--- config.mk ---
export PLATFORM = sky130hd
export DESIGN_NAME = uart_rx_fifo
export DESIGN_NICKNAME = d
export VERILOG_FILES = /design/src/rtl/uart_pkg.sv /design/src/rtl/sync_fifo.sv /design/src/rtl/uart_rx_fifo.sv
export SDC_FILE = /design/constraint.sdc
export NUM_CORES = 1
export LEC_CHECK = 0
export BUFFER_PORTS_ARGS = -buffer_cell sky130_fd_sc_hd__buf_2
export CORE_AREA = 4 4 77 79
export DETAILED_ROUTE_END_ITERATION = 8
export DIE_AREA = 0 0 81 83
export HOLD_SLACK_MARGIN = 0.15
export PLACE_DENSITY = 0.87
export SLEW_MARGIN = 5
export SYNTH_ARGS = -nofsm -noshare
export SYNTH_HDL_FRONTEND = slang
export SYNTH_HIERARCHICAL = 1
export SYNTH_SLANG_ARGS = --single-unit
--- constraint.sdc ---
create_clock -name clk -period 5.2 [get_ports clk]
set_input_delay 0.78 -clock clk [delete_from_list [all_inputs] [get_ports clk]]
set_output_delay 0.78 -clock clk [all_outputs]
set_load 0.02 [all_outputs]
--- src/rtl/uart_pkg.sv ---
`default_nettype none
// ============================================================================
// Module      : uart_pkg
// Description : Shared types and helpers for the UART receive path: receiver
//               FSM states, the data byte type and baud timing constants.
// Revision    : 1.0 - initial release
// ============================================================================
package uart_pkg;

  // Receiver FSM states
  typedef enum logic [1:0] {
    IDLE  = 2'd0,
    START = 2'd1,
    DATA  = 2'd2,
    STOP  = 2'd3
  } rx_state_e;

  // One received character
  typedef logic [7:0] data_t;

  // Clocks per serial bit
  function automatic int calc_div(input int freq_hz, input int bps);
    return freq_hz / bps;
  endfunction

  // Clocks from the start edge to the middle of the start bit
  function automatic int calc_half(input int freq_hz, input int bps);
    return calc_div(freq_hz, bps) / 2;
  endfunction

endpackage
`default_nettype wire

--- src/rtl/sync_fifo.sv ---
`default_nettype none
// ============================================================================
// Module      : sync_fifo
// Description : Single-clock FIFO with combinational head read. A pop and a
//               push in the same clock are both honoured even when full.
// Revision    : 1.0 - initial release
// ============================================================================
module sync_fifo #(
  parameter int WIDTH = 8,
  parameter int DEPTH = 4
) (
  input  logic                   clk,
  input  logic                   rst,
  input  logic                   push_i,
  input  logic [WIDTH-1:0]       wdata_i,
  input  logic                   pop_i,
  output logic [WIDTH-1:0]       rdata_o,
  output logic                   full_o,
  output logic                   empty_o,
  output logic [$clog2(DEPTH):0] count_o
);

  localparam int AW = $clog2(DEPTH);

  logic [WIDTH-1:0] mem_q [DEPTH];
  logic [AW-1:0]    wr_ptr_q;
  logic [AW-1:0]    rd_ptr_q;
  logic [AW:0]      count_q;
  logic             do_push;
  logic             do_pop;

  // A push into a full FIFO is only taken when a pop frees the slot this clock
  always_comb begin
    do_pop  = pop_i && (count_q != '0);
    do_push = push_i && (!full_o || do_pop);
  end

  assign full_o  = (count_q == (AW+1)'(DEPTH));
  assign empty_o = (count_q == '0);
  assign count_o = count_q;
  assign rdata_o = mem_q[rd_ptr_q];

  // Storage array; cleared on reset so the head reads zero when empty
  always_ff @(posedge clk or posedge rst) begin
    if (rst) begin
      for (int i = 0; i < DEPTH; i++) begin
        mem_q[i] <= '0;
      end
    end else if (do_push) begin
      mem_q[wr_ptr_q] <= wdata_i;
    end
  end

  // Pointers wrap naturally at the power-of-two depth; occupancy tracks both
  always_ff @(posedge clk or posedge rst) begin
    if (rst) begin
      wr_ptr_q <= '0;
      rd_ptr_q <= '0;
      count_q  <= '0;
    end else begin
      if (do_push) wr_ptr_q <= wr_ptr_q + AW'(1);
      if (do_pop)  rd_ptr_q <= rd_ptr_q + AW'(1);
      case ({do_push, do_pop})
        2'b10:   count_q <= count_q + (AW+1)'(1);
        2'b01:   count_q <= count_q - (AW+1)'(1);
        default: count_q <= count_q;
      endcase
    end
  end

endmodule
`default_nettype wire

--- src/rtl/uart_rx_fifo.sv ---
`default_nettype none
// ============================================================================
// Module      : uart_rx_fifo
// Description : 8N1 serial receiver with a small receive FIFO and sticky
//               overrun / framing error flags for the ACIA status register.
// Revision    : 1.0 - initial release
// ============================================================================
module uart_rx_fifo
  import uart_pkg::*;
#(
  parameter int clk_freq   = 32000000,
  parameter int baudrate   = 9600,
  parameter int FIFO_DEPTH = 4
) (
  input  logic                        clk,
  input  logic                        rst,
  input  logic                        rx,
  input  logic                        rd,
  input  logic                        clr_err,
  output logic [7:0]                  dout,
  output logic                        rx_avail,
  output logic [$clog2(FIFO_DEPTH):0] count,
  output logic                        overrun,
  output logic                        frame_err
);

  localparam int DIV  = calc_div(clk_freq, baudrate);
  localparam int HALF = calc_half(clk_freq, baudrate);
  localparam int CW   = $clog2(DIV + 1);

  logic          rx_meta_q;
  logic          rx_s_q;
  rx_state_e     state_q, state_d;
  logic [CW-1:0] cnt_q, cnt_d;
  logic [2:0]    bit_q, bit_d;
  data_t         shreg_q, shreg_d;
  logic          armed_q, armed_d;
  logic          push;
  logic          stop_low;
  logic          fifo_full;
  logic          fifo_empty;
  logic          overrun_q;
  logic          frame_err_q;

  // Two-flop synchroniser for the asynchronous line; idles high
  always_ff @(posedge clk or posedge rst) begin
    if (rst) begin
      rx_meta_q <= 1'b1;
      rx_s_q    <= 1'b1;
    end else begin
      rx_meta_q <= rx;
      rx_s_q    <= rx_meta_q;
    end
  end

  // Receiver state register with its baud counter, bit index and shifter
  always_ff @(posedge clk or posedge rst) begin
    if (rst) begin
      state_q <= IDLE;
      cnt_q   <= '0;
      bit_q   <= '0;
      shreg_q <= '0;
      armed_q <= 1'b0;
    end else begin
      state_q <= state_d;
      cnt_q   <= cnt_d;
      bit_q   <= bit_d;
      shreg_q <= shreg_d;
      armed_q <= armed_d;
    end
  end

  // Next-state logic; armed_q keeps a held-low line from re-triggering
  always_comb begin
    state_d = state_q;
    cnt_d   = cnt_q;
    bit_d   = bit_q;
    shreg_d = shreg_q;
    armed_d = armed_q;
    case (state_q)
      IDLE: begin
        cnt_d = '0;
        if (rx_s_q) begin
          armed_d = 1'b1;
        end else if (armed_q) begin
          state_d = START;
          cnt_d   = CW'(HALF - 1);
        end
      end
      START: begin
        if (cnt_q != '0) begin
          cnt_d = cnt_q - CW'(1);
        end else if (!rx_s_q) begin
          state_d = DATA;
          cnt_d   = CW'(DIV - 1);
          bit_d   = '0;
        end else begin
          state_d = IDLE;
        end
      end
      DATA: begin
        if (cnt_q != '0) begin
          cnt_d = cnt_q - CW'(1);
        end else begin
          shreg_d = {rx_s_q, shreg_q[7:1]};
          cnt_d   = CW'(DIV - 1);
          bit_d   = bit_q + 3'd1;
          if (bit_q == 3'd7) state_d = STOP;
        end
      end
      STOP: begin
        if (cnt_q != '0) begin
          cnt_d = cnt_q - CW'(1);
        end else begin
          state_d = IDLE;
          cnt_d   = '0;
          armed_d = 1'b0;
        end
      end
      default: state_d = IDLE;
    endcase
  end

  // Outputs: the stop-bit sample pushes the byte and flags a low stop bit
  always_comb begin
    push     = 1'b0;
    stop_low = 1'b0;
    if (state_q == STOP && cnt_q == '0) begin
      push     = 1'b1;
      stop_low = !rx_s_q;
    end
  end

  sync_fifo #(
    .WIDTH (8),
    .DEPTH (FIFO_DEPTH)
  ) u_fifo (
    .clk     (clk),
    .rst     (rst),
    .push_i  (push),
    .wdata_i (shreg_q),
    .pop_i   (rd),
    .rdata_o (dout),
    .full_o  (fifo_full),
    .empty_o (fifo_empty),
    .count_o (count)
  );

  // Sticky error flags; a new event wins over a coincident clear
  always_ff @(posedge clk or posedge rst) begin
    if (rst) begin
      overrun_q   <= 1'b0;
      frame_err_q <= 1'b0;
    end else begin
      overrun_q   <= (push && fifo_full && !rd) || (overrun_q && !clr_err);
      frame_err_q <= stop_low || (frame_err_q && !clr_err);
    end
  end

  assign rx_avail  = !fifo_empty;
  assign overrun   = overrun_q;
  assign frame_err = frame_err_q;

endmodule
`default_nettype wire
==> impl_metrics.env, run 1 <==
export IMPL_start_util=0.6308
export IMPL_synth_async_reset_ratio=1.000
export IMPL_routed_via_density=5.746
export IMPL_track_usage=0.2168
export IMPL_clk_path_buf_depth=2
export IMPL_place_gp_congestion=0.7678
export IMPL_finalNetCount=309
export IMPL_finalSetupTns_ns=0
export IMPL_clkSinkCount=69
export IMPL_synthSimpleGateAreaFrac=0.1156
export IMPL_min_to="rx_s_q$_DFF_PP1_"
export IMPL_synth_seq_cells=69
export IMPL_synthToLayoutAreaGrowth_pct=11.45
export IMPL_port_buffers=18
export IMPL_post_cts_buffers=0
export IMPL_final_cells=366
export IMPL_cts_tree="done"
export IMPL_synth_xor_area_frac=0.03382
export IMPL_synth_cell_area_sq_um=3367
export IMPL_cp_required_ns=5.42
export IMPL_hold_buffers=0
export IMPL_drc=0
export IMPL_cts_buffers=9
export IMPL_relSlewSlack=0.4678
export IMPL_n_antenna_cell=0
export IMPL_grt_pass1_wl_um=10920
export IMPL_synthMuxAreaShare=0.1936
export IMPL_startpoint_type="register"
export IMPL_crit_start="cnt_q[0]$_DFFE_PP0P_"
export IMPL_fin_crit_sh=0.6165
export IMPL_period_minus_slack_ns=3.206
export IMPL_wl_per_cell_um=17.43
export IMPL_ios=19
export IMPL_reg2reg_depth=13
export IMPL_hold_ws_ns=0.3610
export IMPL_critical_path_class="reg2reg"
export IMPL_drive_gt1_frac=0.3265
export IMPL_min_delay_start="rx_meta_q$_DFF_PP1_"
export IMPL_hp_class="reg2reg"
export IMPL_synthTopCellsByCount="dfrtp_1, mux2_2, inv_1"
export IMPL_critPathArrivalTime_ns=3.43
export IMPL_dp_final_hpwl_um=4470
export IMPL_vias=2103
export IMPL_endpoint_kind="register"
export IMPL_synth_area_leaders="dfrtp_1, mux2_2, mux4_2, ha_1, xnor2_1"
export IMPL_rsz0062_at_grt="no"
export IMPL_grt_pass1_vias=2262
export IMPL_hold_viol=0
export IMPL_ff2ff_setup_slack_ns=1.99
export IMPL_die_h_um=83
export IMPL_synth_top_family_by_area="multiplexers"
export IMPL_synth_top_area_cell="dfrtp_1"
export IMPL_p_leak_uw=0.001842
export IMPL_synth_fp_nets=283
export IMPL_fmaxAchievable_ghz=0.3119
export IMPL_finalWirelength_um=6380
export IMPL_syn_avg_cell_area_sq_um=12.80
export IMPL_hold_depth=0
export IMPL_slew_violations=0
export IMPL_r2r_start="cnt_q[0]$_DFFE_PP0P_"
export IMPL_outcome="complete, no violations"
export IMPL_vdd_ir_drop_worst_mv=0.3443
export IMPL_fp_coreArea_sq_um=5338
export IMPL_final_util=0.7030
export IMPL_total_power_uw=1745
export IMPL_p_per_area_nw_per_um2=465.1
export IMPL_dr_first_iter_drc_count=106
export IMPL_clockRootBuffer="clkbuf_8"
export IMPL_clkTransAtPathRegs_ns=0.07
export IMPL_clock_latency_ns=0.35
export IMPL_setup_viol_count_final=0
export IMPL_yosysWarnings=6
export IMPL_yosys_area_top_type_share=0.4980
export IMPL_dp_cells=350
export IMPL_worst_pin_slew_ns=0.7965
export IMPL_synth_flop_cell="dfrtp_1"
export IMPL_die_area_sq_um=6723
export IMPL_synthDistinctLibCells=52
export IMPL_path_max_fanout=9
export IMPL_synth_edf_count=0
export IMPL_clock_skew_ns=0.007010
export IMPL_fp_row_count=27
export IMPL_ctsResizeCount=0
export IMPL_antenna_found_initial=0
export IMPL_ys_seq_area_frac=0.5136
export IMPL_synth_compound_area_frac=0.06169
export IMPL_synthAdderAreaFrac=0.05797
export IMPL_postRouteAntennaNets=0
export IMPL_grt_max_degree=40
export IMPL_maxCapViolations=0
export IMPL_htreeDepth=3
export IMPL_dieWidth_um=81
export IMPL_overflow=0
export IMPL_rr_endpoint="u_fifo/count_o[2]$_DFFE_PP0P_"
export IMPL_drt_first_pass_iters=4
export IMPL_syn_inst=263
export IMPL_yosysMostFrequentCell="dfrtp_1"
routing by layer:
layer,wire length [um],up-vias,GRT usage
met2,3322,30,0.3532
li1,-,1001,-
met3,172,11,0.04772
met5,0,-,0
met1,2748,1061,0.2739
met4,137,0,0.09831
area by class of cell:
type,instances,area (sq um)
clock inverters,5,58.81
repair buffers,20,105.1
clock buffers,11,151.4
well taps,72,90.09
fillers,375,1585
inverters,16,60.06
multi-input cells,173,1558
flip-flops and latches,69,1729
flip-flops by register name, indices dropped and copies added, names as in the netlist, named ones only:
| name | cells |
|---|---|
| armed_q | 1 |
| bit_q | 3 |
| cnt_q | 12 |
| frame_err | 1 |
| overrun | 1 |
| rx_meta_q | 1 |
| rx_s_q | 1 |
| shreg_q | 8 |
| state_q | 1 |
| u_fifo/count_o | 3 |
| u_fifo/mem_q | 32 |
| u_fifo/rd_ptr_q | 2 |
| u_fifo/wr_ptr_q | 2 |
cells in the final DEF, fill, tap and decap left out, types with 2 or more instances in the layout:
cell	synthesis	layout
dfrtp_1	67	67
mux2_2	39	39
buf_2	1	18
inv_1	16	16
ha_1	14	14
nand2_1	13	13
nor2_1	11	11
clkbuf_8	0	11
o21ai_0	10	10
xnor2_1	8	8
mux4_2	8	8
a21oi_1	6	6
xor2_1	5	5
nor3_1	4	4
nor2_2	4	4
nand4_1	3	3
nand3_1	3	3
nor2b_1	3	3
o31ai_1	3	3
or3_1	2	2
nand2b_1	2	2
nand4b_1	2	2
a31oi_1	2	2
nor3b_1	2	2
nand3b_1	2	2
o211a_1	2	2
clkinvlp_4	0	2
buf_4	0	2
dfstp_2	2	2
mux2_1	2	2
where the power goes:
| group | switching (uW) | leakage [uW] | internal, uW | total (uW) |
|---|---|---|---|---|
| Combinational | 323 | 0.000812 | 248 | 571 |
| Sequential | 122 | 0.000928 | 607 | 729 |
| Clock | 198 | 0.000102 | 247 | 445 |
per-stage QoR:
stage | setup WS, ns | instance area, sq um
after CTS | 1.987 | 3752
final | 1.994 | 3752
after floorplan | 2.314 | 3367
after global routing | 1.803 | 3752
after global placement | 2.162 | 3542
after detailed placement | 2.008 | 3542
worst max-delay path by stage:
stage                                          endpoint  slack, ns
after floorplan           u_fifo/count_o[2]$_DFFE_PP0P_       2.31
after global placement    u_fifo/count_o[2]$_DFFE_PP0P_       2.16
after detailed placement  u_fifo/count_o[2]$_DFFE_PP0P_       2.01
after CTS                 u_fifo/count_o[2]$_DFFE_PP0P_       1.99
after global routing      u_fifo/count_o[2]$_DFFE_PP0P_       1.80
final                     u_fifo/count_o[2]$_DFFE_PP0P_       1.99
critical path, stage by stage (launching register included):
cell and delay, ns:
dfrtp_1 0.42, inv_1 0.10, ha_1 0.17, or4b_1 0.51, nor3_4 0.39, nand2_1 0.16, inv_1 0.15, or2b_2 0.35
ha_1 0.24, inv_1 0.07, fa_1 0.18, xor2_1 0.14, nor2_1 0.06, xor2_1 0.15
cells by family (layout without fill, tap and decap cells):
kind of cell    Yosys count  after routing
compound gates           32             32
xor+xnor                 13             13
fa+ha+maj                15             15
buf+inv                  21             52
flops                    69             69
mux                      50             50
simple gates             63             63
Note: power is estimated with default switching activity, not from simulation.
==> run 2: changes to the inputs <==
--- a/config.mk
+++ b/config.mk
@@ -5,12 +5,13 @@
 export SDC_FILE = /design/constraint.sdc
 export NUM_CORES = 1
 export LEC_CHECK = 0
+export ABC_AREA = 1
 export BUFFER_PORTS_ARGS = -buffer_cell sky130_fd_sc_hd__buf_2
-export CORE_AREA = 4 4 77 79
+export CORE_AREA = 4 4 83 85
 export DETAILED_ROUTE_END_ITERATION = 8
-export DIE_AREA = 0 0 81 83
+export DIE_AREA = 0 0 87 89
 export HOLD_SLACK_MARGIN = 0.15
-export PLACE_DENSITY = 0.87
+export PLACE_DENSITY = 0.83
 export SLEW_MARGIN = 5
 export SYNTH_ARGS = -nofsm -noshare
 export SYNTH_HDL_FRONTEND = slang
==> constraint.sdc (replaced) <==
create_clock -name clk -period 3.2 [get_ports clk]
set_input_delay 0.48 -clock clk [delete_from_list [all_inputs] [get_ports clk]]
set_output_delay 0.48 -clock clk [all_outputs]
set_load 0.02 [all_outputs]
==> impl_metrics.env, run 2 <==
export IMPL_wl_per_cell_um=13.84
export IMPL_crit_chain="inv_1, ha_1, inv_1, nor3_4, nand2_4, nor2_2, nand2_1, ha_1, inv_1, fa_1, o21ai_0"
export IMPL_grt_pass1_vias=2918
export IMPL_p_int_uw=1872
export IMPL_drive_gt1_frac=0.1120
export IMPL_critical_path_class="reg2reg"
export IMPL_track_usage=0.2223
export IMPL_hold_viol=0
export IMPL_p_sw_uw=1458
export IMPL_largest_register_ff_count=32
export IMPL_place_area_sq_um=3811
export IMPL_drt_first_pass_iters=5
export IMPL_start_util=0.5981
export IMPL_synth_cell_area_sq_um=3711
export IMPL_overflow=0
export IMPL_synth_async_reset_ratio=1.000
export IMPL_layout_common_cells="nand2_1, dfrtp_1, inv_1, nor2_1, nand4_1"
export IMPL_clk_path_buf_depth=2
export IMPL_post_cts_buffers=0
export IMPL_synth_flop_cell="dfrtp_1"
export IMPL_path_max_fanout=10
export IMPL_synthToLayoutAreaGrowth_pct=8.294
export IMPL_seqPwrFrac=0.341
export IMPL_cts_buffers=9
export IMPL_finalWirelength_um=7737
export IMPL_fmaxAchievable_ghz=0.4415
export IMPL_maxCapViolations=0
export IMPL_synth_top_area_cell="dfrtp_1"
export IMPL_rsz0062_at_grt="no"
export IMPL_clock_skew_ns=0.009638
export IMPL_p_leak_uw=0.002175
export IMPL_cpMostUsedCell="inv_1"
export IMPL_postRouteAntennaNets=0
export IMPL_p_per_area_nw_per_um2=828.7
export IMPL_synth_fp_nets=481
export IMPL_drc=0
export IMPL_n_antenna_cell=0
export IMPL_yosys_area_top_type_share=0.4518
export IMPL_vias=3093
export IMPL_cp_required_ns=3.47
export IMPL_synthTopCellsByCount="nand2_1, dfrtp_1, inv_1"
export IMPL_worst_pin_slew_ns=1.094
export IMPL_swShare=0.4379
export IMPL_dr_first_iter_drc_count=219
export IMPL_die_h_um=89
export IMPL_outcome="complete, no violations"
export IMPL_hp_class="in2reg"
export IMPL_ctsResizeCount=0
export IMPL_crit_slowest_cell="fa_1"
export IMPL_setup_viol_count_final=0
export IMPL_dp_cells=543
export IMPL_ys_seq_area_frac=0.4659
export IMPL_largest_register="u_fifo/mem_q"
export IMPL_finalNetCount=497
export IMPL_vdd_ir_drop_worst_mv=0.5779
export IMPL_stdcell_area_sq_um=4019
export IMPL_synth_seq_cells=69
export IMPL_mostFrequentLayoutCell="nand2_1"
export IMPL_max_stage_delay_ns=0.40
export IMPL_clock_latency_ns=0.35
export IMPL_antenna_found_initial=0
export IMPL_dp_final_hpwl_um=5552
export IMPL_grt_pass1_wl_um=13420
export IMPL_syn_inst=461
export IMPL_synthDistinctLibCells=29
export IMPL_fp_coreArea_sq_um=6205
export IMPL_slew_violations=0
export IMPL_period_minus_slack_ns=2.265
export IMPL_clkTransAtPathRegs_ns=0.08
export IMPL_endpoint_kind="register"
export IMPL_clockRootBuffer="clkbuf_8"
export IMPL_syn_avg_cell_area_sq_um=8.050
export IMPL_critPathArrivalTime_ns=2.53
export IMPL_hold_buffers=0
export IMPL_final_cells=559
export IMPL_fin_crit_sh=0.7079
export IMPL_dieWidth_um=87
export IMPL_yosysWarnings=6
export IMPL_die_area_sq_um=7743
export IMPL_synth_area_leaders="dfrtp_1, nand2_1, nand4_1, ha_1, inv_1"
export IMPL_startpoint_type="register"
export IMPL_finalSetupTns_ns=0
export IMPL_top_regs="u_fifo/mem_q x32, cnt_q x12, shreg_q x8"
export IMPL_combPwrFrac=0.437
export IMPL_fp_row_count=29
export IMPL_yosysMostFrequentCell="nand2_1"
export IMPL_cts_tree="done"
export IMPL_clock_power_share=0.222
export IMPL_htreeDepth=3
export IMPL_routed_via_density=5.533
export IMPL_place_gp_congestion=0.9200
export IMPL_clkSinkCount=69
export IMPL_relSlewSlack=0.2696
export IMPL_grt_max_degree=40
export IMPL_synth_edf_count=0
export IMPL_port_buffers=18
export IMPL_ios=19
run 2: cell count changes in the layout (fill, tap and decap cells not counted), sizes merged, moves of 9 or more:
| cell | delta |
|---|---|
| nand2 | +134 |
| mux2 | -41 |
| nand4 | +34 |
| inv | +32 |
| nor2 | +31 |
| nand3 | +22 |
| o21ai | +18 |
| o22ai | +9 |
run 2: cells by family (layout without fill, tap and decap cells):
family | count (synthesis) | count (layout) | share of synthesized area
AOI/OAI and AO/OA | 45 | 45 | 0.06709
xor gates and xnor gates | 6 | 6 | 0.01416
adders and majority gates | 15 | 15 | 0.05260
buffers and inverters | 63 | 84 | 0.07856
DFF | 69 | 69 | 0.4659
and+or+nand+nor | 263 | 263 | 0.3216
run 2: path summary, 6_finish.rpt:
path	to	startpoint	slack, ns	depth (start not counted)
max	u_fifo/count_o[1]$_DFFE_PP0P_	cnt_q[0]$_DFFE_PP0P_	0.93	11
min	rx_meta_q$_DFF_PP1_	rx	0.22	1
max reg2reg	u_fifo/count_o[1]$_DFFE_PP0P_	cnt_q[0]$_DFFE_PP0P_	0.93	11
min reg2reg	rx_s_q$_DFF_PP1_	rx_meta_q$_DFF_PP1_	0.36	0
max in group asynchronous	cnt_q[2]$_DFFE_PP0P_	rst	2.13	2
min in group asynchronous	u_fifo/count_o[0]$_DFFE_PP0P_	rst	0.25	3
run 2: area by class of cell:
| cell class | instances | area, sq um |
|---|---|---|
| Clock buffer | 10 | 137.6 |
| Clock inverter | 6 | 70.07 |
| Fill cell | 538 | 2186 |
| Inverter | 46 | 172.7 |
| Multi-Input combinational cell | 329 | 1693 |
| Sequential cell | 69 | 1729 |
| Tap cell | 77 | 96.34 |
| Timing Repair Buffer | 22 | 120.1 |
run 2: stage by stage:
| stage | hold slack, ns | utilization | worst slack (ns) | power [uW] |
|---|---|---|---|---|
| after floorplan | 0.3452 | - | 0.8527 | 2280 |
| after global placement | 0.3472 | 0.6142 | 1.044 | 2562 |
| after detailed placement | 0.3482 | 0.6142 | 0.9368 | 2599 |
| after CTS | 0.2130 | 0.6477 | 0.9277 | 3344 |
| after global routing | 0.2169 | 0.6477 | 0.6947 | 3606 |
| final | 0.2247 | 0.6477 | 0.9349 | 3331 |
run 2: layer usage:
metal | track usage | routed length, um | part of all wire | up-vias
li1 | - | - | - | 1544
met1 | 0.2899 | 3548 | 0.46 | 1451
met2 | 0.3616 | 3622 | 0.47 | 82
met3 | 0.04055 | 423 | 0.055 | 16
met4 | 0.1034 | 142 | 0.018 | 0
met5 | 0 | 0 | 0 | -
run 2: critical path: cells and delay by family (launching register included):
kind                     cells  cell delay [ns]
AND/OR/NAND/NOR              4             0.54
flip-flops                   1             0.38
AO/OA/AOI/OAI                1             0.16
buffers and inverters        3             0.31
adder cells (fa/ha/maj)      3             0.81
run 2: power groups by stage:
stage	combinational [uW]	sequential [uW]	clock [uW]
after floorplan	1150	1130	0
after global placement	1420	1150	0
after detailed placement	1450	1150	0
after CTS	1460	1140	753
after global routing	1660	1160	791
final	1450	1140	739
